`src/rtl/keypad_entry.sv`:
```
// 4x4 matrix keypad scanner: column scan, per-key debounce, one pulse per press,
// and a four-digit shift register of the most recent hex keys.
module keypad_entry #(
  parameter int SCAN_CYCLES     = 1000,
  parameter int DEBOUNCE_CYCLES = 50000
) (
  input  logic        clk,
  input  logic        rst,
  input  logic [3:0]  row_in,
  output logic [3:0]  col_out,
  output logic        key_valid,
  output logic [3:0]  key_code,
  output logic [15:0] hex_num_4digit
);

  localparam int MAX_CYCLES = (SCAN_CYCLES > DEBOUNCE_CYCLES) ? SCAN_CYCLES : DEBOUNCE_CYCLES;
  localparam int CNT_W      = $clog2(MAX_CYCLES + 1);
  localparam logic [CNT_W-1:0] SCAN_LAST = CNT_W'(SCAN_CYCLES - 1);
  localparam logic [CNT_W-1:0] DEB_LAST  = CNT_W'(DEBOUNCE_CYCLES - 1);
  localparam logic [CNT_W-1:0] SETTLE    = CNT_W'(3);
  localparam logic [CNT_W-1:0] ONE       = CNT_W'(1);

  typedef enum logic [1:0] {SCAN, DEBOUNCE, ACCEPT, RELEASE} state_t;

  state_t           state, state_nxt;
  logic [1:0]       col, col_nxt;
  logic [1:0]       cand_row, cand_row_nxt;
  logic [CNT_W-1:0] scan_cnt, scan_cnt_nxt;
  logic [CNT_W-1:0] deb_cnt, deb_cnt_nxt;
  logic [3:0]       row_p0, row_p1;
  logic             load_key;
  logic [3:0]       new_code;

  function automatic logic [1:0] lowest_low(input logic [3:0] rows);
    if (!rows[0])      return 2'd0;
    else if (!rows[1]) return 2'd1;
    else if (!rows[2]) return 2'd2;
    else               return 2'd3;
  endfunction

  function automatic logic [3:0] key_map(input logic [1:0] r, input logic [1:0] c);
    case ({r, c})
      4'h0: return 4'h1;  4'h1: return 4'h2;  4'h2: return 4'h3;  4'h3: return 4'hA;
      4'h4: return 4'h4;  4'h5: return 4'h5;  4'h6: return 4'h6;  4'h7: return 4'hB;
      4'h8: return 4'h7;  4'h9: return 4'h8;  4'hA: return 4'h9;  4'hB: return 4'hC;
      4'hC: return 4'hE;  4'hD: return 4'h0;  4'hE: return 4'hF;  default: return 4'hD;
    endcase
  endfunction

  assign new_code  = key_map(cand_row, col);
  assign col_out   = ~(4'b0001 << col);
  assign key_valid = (state == ACCEPT);

  // The first SETTLE cycles of a column still see rows sensed under the previous
  // column because of the synchronizer, so presses are ignored until then.
  always_comb begin
    state_nxt    = state;
    col_nxt      = col;
    cand_row_nxt = cand_row;
    scan_cnt_nxt = scan_cnt;
    deb_cnt_nxt  = deb_cnt;
    load_key     = 1'b0;
    case (state)
      SCAN: begin
        if (row_p1 != 4'hF && scan_cnt >= SETTLE) begin
          state_nxt    = DEBOUNCE;
          cand_row_nxt = lowest_low(row_p1);
          deb_cnt_nxt  = '0;
        end else if (scan_cnt == SCAN_LAST) begin
          col_nxt      = col + 2'd1;
          scan_cnt_nxt = '0;
        end else begin
          scan_cnt_nxt = scan_cnt + ONE;
        end
      end
      DEBOUNCE: begin
        if (!row_p1[cand_row]) begin
          if (deb_cnt == DEB_LAST) begin
            state_nxt = ACCEPT;
            load_key  = 1'b1;
          end else begin
            deb_cnt_nxt = deb_cnt + ONE;
          end
        end else begin
          state_nxt    = SCAN;
          col_nxt      = col + 2'd1;
          scan_cnt_nxt = '0;
          deb_cnt_nxt  = '0;
        end
      end
      ACCEPT: begin
        state_nxt   = RELEASE;
        deb_cnt_nxt = '0;
      end
      default: begin
        if (row_p1 == 4'hF) begin
          if (deb_cnt == DEB_LAST) begin
            state_nxt    = SCAN;
            col_nxt      = col + 2'd1;
            scan_cnt_nxt = '0;
            deb_cnt_nxt  = '0;
          end else begin
            deb_cnt_nxt = deb_cnt + ONE;
          end
        end else begin
          deb_cnt_nxt = '0;
        end
      end
    endcase
  end

  // Code and digit history load on entry to ACCEPT so they are valid with the pulse.
  always_ff @(posedge clk) begin
    if (rst) begin
      state          <= SCAN;
      col            <= 2'd0;
      cand_row       <= 2'd0;
      scan_cnt       <= '0;
      deb_cnt        <= '0;
      row_p0         <= 4'hF;
      row_p1         <= 4'hF;
      key_code       <= 4'h0;
      hex_num_4digit <= 16'h0000;
    end else begin
      state    <= state_nxt;
      col      <= col_nxt;
      cand_row <= cand_row_nxt;
      scan_cnt <= scan_cnt_nxt;
      deb_cnt  <= deb_cnt_nxt;
      row_p0   <= row_in;
      row_p1   <= row_p0;
      if (load_key) begin
        key_code       <= new_code;
        hex_num_4digit <= {hex_num_4digit[11:0], new_code};
      end
    end
  end

endmodule

```
`config.mk`:
```
export PLATFORM = sky130hd
export DESIGN_NAME = keypad_entry
export DESIGN_NICKNAME = d
export VERILOG_FILES = /design/src/rtl/keypad_entry.sv
export SDC_FILE = /design/constraint.sdc
export NUM_CORES = 1
export LEC_CHECK = 0
export ABC_AREA = 1
export CAP_MARGIN = 20
export CORE_MARGIN = 1.5
export CORE_UTILIZATION = 44
export DETAILED_ROUTE_END_ITERATION = 8
export PLACE_DENSITY = 0.77
export SYNTH_ARGS = -nofsm -noshare
export SYNTH_HDL_FRONTEND = slang
export SYNTH_SLANG_ARGS = --single-unit
```
`constraint.sdc`:
```
create_clock -name clk -period 1.62 [get_ports clk]
set_input_delay 0.162 -clock clk [delete_from_list [all_inputs] [get_ports clk]]
set_output_delay 0.162 -clock clk [all_outputs]
set_load 0.01 [all_outputs]
```
==> out/qor.yml <==
status:
  status: "finished, violations left"
  violations: "setup timing"
grt:
  antenna_found_initial: 0
  grtUsageTotal_pct: 22.3
  grt.met3_usage_pct: 4.34
  grt_max_degree: 32
  grt_overflow_total: 0
  grt_pass1_wl_um: 16100
  grt_use_met2_pct: 37.4
  grt_pass1_vias: 3635
  top_usage_layer: "met2"
  met1_usage_pct: 28.1
placed_design:
  dp_hpwl_um: 6770
  place_ws_ns: -0.0951
  place.port_buffers: 30
  gp_congestion: 0.919
  place_inst: 715
worst_hold_path:
  hp-class: "in2reg"
layout:
  layout.nets: 644
  stdcell_count: 740
  n_fill_cell: 699
  drive_above_1_share_pct: 28.3
  areaGrowthSynthToFinish_pct: 28.0
  diodes: 0
yosys:
  yosysMostFrequentCell: "nand2_1"
  yosysWarnings: 0
  synth_area_leaders: "dfxtp_1 33%, nand2_1 12%, nor2_1 9.7%"
  synth_largest_area_cell: "dfxtp_1"
  async_flop_share_pct: 0
  synth_top_area_share_pct: 32.6
  synthFlopType: "dfxtp_1"
  synth-seq-cells: 62
  syn_nets: 575
  ys_types: 37
  netlist_instances: 561
  synth_edf_count: 0
  syn_area_mm2: 0.00381
  avgSynthCellArea_um2: 6.80
  ys_seq_area_share_pct: 32.6
  synth_common_cells: "125 x nand2_1, 99 x nor2_1, 62 x dfxtp_1"
clock_tree:
  clk_pin_slew_ns: 0.08
  cts_tree: "yes"
  cts_sinks: 62
  clk_path_buf_depth: 2
  hold_buffers: 0
  insertion_delay_ns: 0.35
  cts_buffers: 9
  htreeDepth: 3
  cts_root_buf: "clkbuf_8"
timing:
  worst_slew_margin_rel_pct: 79.4
  finClkSkew_ns: 0.00758
  setup_ws_ns: -0.00587
  finalSetupViolations: 1
  timing_hold_violations_final: 0
  worst_slew_pin_slew_ns: 0.307
  drv_slew: 0
  period_share_pct: 100
  min_period_ns: 1.63
  max_freq_mhz: 615
  grt_setup_unrepaired: "true"
floorplanning:
  die_w_um: 96.1
  core_mm2: 0.00830
  die_area_mm2: 0.00923
  pin_count: 31
  die_h_um: 96.1
  start_util_pct: 45.9
  num_rows: 33
power_and_ir_drop:
  switching_power_mw: 2.71
  swShare_pct: 41.5
  clkPwrFrac_pct: 24.5
  p_leak_nw: 2.00
  combPwrFrac_pct: 47.9
  p_per_area_mw_per_mm2: 1340
  internal_power_mw: 3.82
  sequentialPowerShare_pct: 27.6
  peakVddDrop_mv: 1.02
worst_setup_path:
  slowest_stage: "dfxtp_2"
  startpoint: "deb_cnt[1]$_SDFFE_PP0P_"
  path_depth: 10
  crit_chain: "ha_4 > nand3_4 > nor2_4 > nand3_2 > nand2_4 > nand2_4 > nor2_4 > buf_6 > nand2_2 > a21oi_2"
  cp_max_fo: 6
  slowest_delay_ns: 0.35
  r2r_setup_slack_ns: -0.006
  cp_top_family: "simple AND/OR/NAND/NOR gates"
  worstSetupStartpointType: "flop"
  arrival_ns: 1.91
  cp.required_ns: 1.90
  r2r.worst_path.cells: 10
  crit_buf_inv: 1
  cp-end-kind: "flop"
  crit_type: "reg2reg"
  endpoint: "scan_cnt[0]$_SDFFE_PP0P_"
  r2r_start: "deb_cnt[1]$_SDFFE_PP0P_"
  r2r-end: "scan_cnt[0]$_SDFFE_PP0P_"
route:
  routed_wl_um: 10100
  first_iter_violations: 277
  remaining_drc_errors: 0
  routedWlPerCell_um: 13.6
  firstDrtPassIters: 5
  via_count: 3919
  ant_nets: 0
  routed_via_density: 5.30
flow_run:
  max_cap_viol_count: 0
cell usage in the layout, fill, tap and decap left out, types with 12 or more instances in the layout:
| cell type | Yosys | final |
|---|---|---|
| a21oi_1 | 24 | 22 |
| a21oi_2 | 10 | 12 |
| buf_4 | 6 | 44 |
| clkdlybuf4s50_1 | 0 | 25 |
| dfxtp_1 | 62 | 45 |
| dfxtp_2 | 0 | 15 |
| inv_1 | 52 | 51 |
| nand2_1 | 125 | 121 |
| nand2_2 | 17 | 19 |
| nand3_1 | 34 | 31 |
| nand4_1 | 15 | 15 |
| nor2_1 | 99 | 91 |
| o21ai_0 | 17 | 16 |
repair_timing:
action | in CTS | in global routing
setup endpoints to repair | 46 | 49
gates resized for setup | 15 | 46
cloned | 1 | 0
setup buffers | 0 | 8
pin swaps | 2 | 10
routing by layer:
metal | vias to the layer above | wire, um
met5 | - | 0
met4 | 0 | 177
met3 | 20 | 663
met2 | 165 | 4860
met1 | 1812 | 4380
li1 | 1922 | -
stage by stage:
| stage | area [um^2] | hold slack [ns] | power (mW) | setup TNS, ns | util (%) |
|---|---|---|---|---|---|
| after floorplan | 3810 | 0.266 | 3.74 | 0 | - |
| after global placement | 4420 | 0.392 | 4.32 | -0.0418 | 53.2 |
| after detailed placement | 4420 | 0.396 | 4.43 | -1.07 | 53.2 |
| after CTS | 4680 | 0.363 | 6.13 | 0 | 56.4 |
| after global routing | 4880 | 0.389 | 6.88 | -0.714 | 58.8 |
| final | 4880 | 0.368 | 6.54 | -0.00587 | 58.8 |
flip-flops by register name, indices dropped and copies added (netlist names):
name            count
row_p1              4
hex_num_4digit     13
row_p0              4
deb_cnt            16
key_code            3
col                 2
state               2
cand_row            2
scan_cnt           16
cell type report:
cell class / instances / area [um^2] / area share, %
Multi-Input combinational cell: 415 / 2310 / 47.3
Sequential cell: 62 / 1270 / 26.0
Timing Repair Buffer: 79 / 698 / 14.3
Inverter: 63 / 244 / 5.00
Clock buffer: 10 / 138 / 2.82
Tap cell: 105 / 131 / 2.69
Clock inverter: 6 / 93.8 / 1.92
worst register-to-register path: cells and delay by family (launching register included):
| kind | cells | cell delay, ns |
|---|---|---|
| AO/OA/AOI/OAI | 1 | 0.12 |
| AND/OR/NAND/NOR | 7 | 0.77 |
| adder cells (fa/ha/maj) | 1 | 0.16 |
| buffers and inverters | 1 | 0.16 |
| flip-flops | 1 | 0.35 |
cell families after synthesis:
logic type               Yosys count  share of synthesized area [%]
buffers and inverters             85                           10.5
adder cells (fa/ha/maj)            8                           2.63
AND/OR/NAND/NOR                  325                           40.4
AO/OA/AOI/OAI                     77                           13.0
XOR/XNOR                           4                          0.919
flip-flops                        62                           32.6
power by group through the flow:
stage / Sequential, mW / Clock (mW) / Combinational [mW]
6_report: 1.80 / 1.60 / 3.13
5_1_grt: 1.81 / 1.67 / 3.40
4_1_cts: 1.78 / 1.61 / 2.74
3_5_place_dp: 1.80 / 0 / 2.63
3_3_place_gp: 1.79 / 0 / 2.53
2_1_floorplan: 1.78 / 0 / 1.96
worst min path at each step:
stage                                    start                   end  slack, ns  depth (start not counted)
final                                row_in[2]  row_p0[2]$_SDFF_PP1_       0.37                          2
after global routing                 row_in[0]  row_p0[0]$_SDFF_PP1_       0.39                          2
after CTS                            row_in[3]  row_p0[3]$_SDFF_PP1_       0.36                          2
after detailed placement  row_p0[0]$_SDFF_PP1_  row_p1[0]$_SDFF_PP1_       0.40                          1
after global placement    row_p0[0]$_SDFF_PP1_  row_p1[0]$_SDFF_PP1_       0.39                          1
after floorplan                      row_in[0]  row_p0[0]$_SDFF_PP1_       0.27                          1
Note: power is estimated with default switching activity, not from simulation.
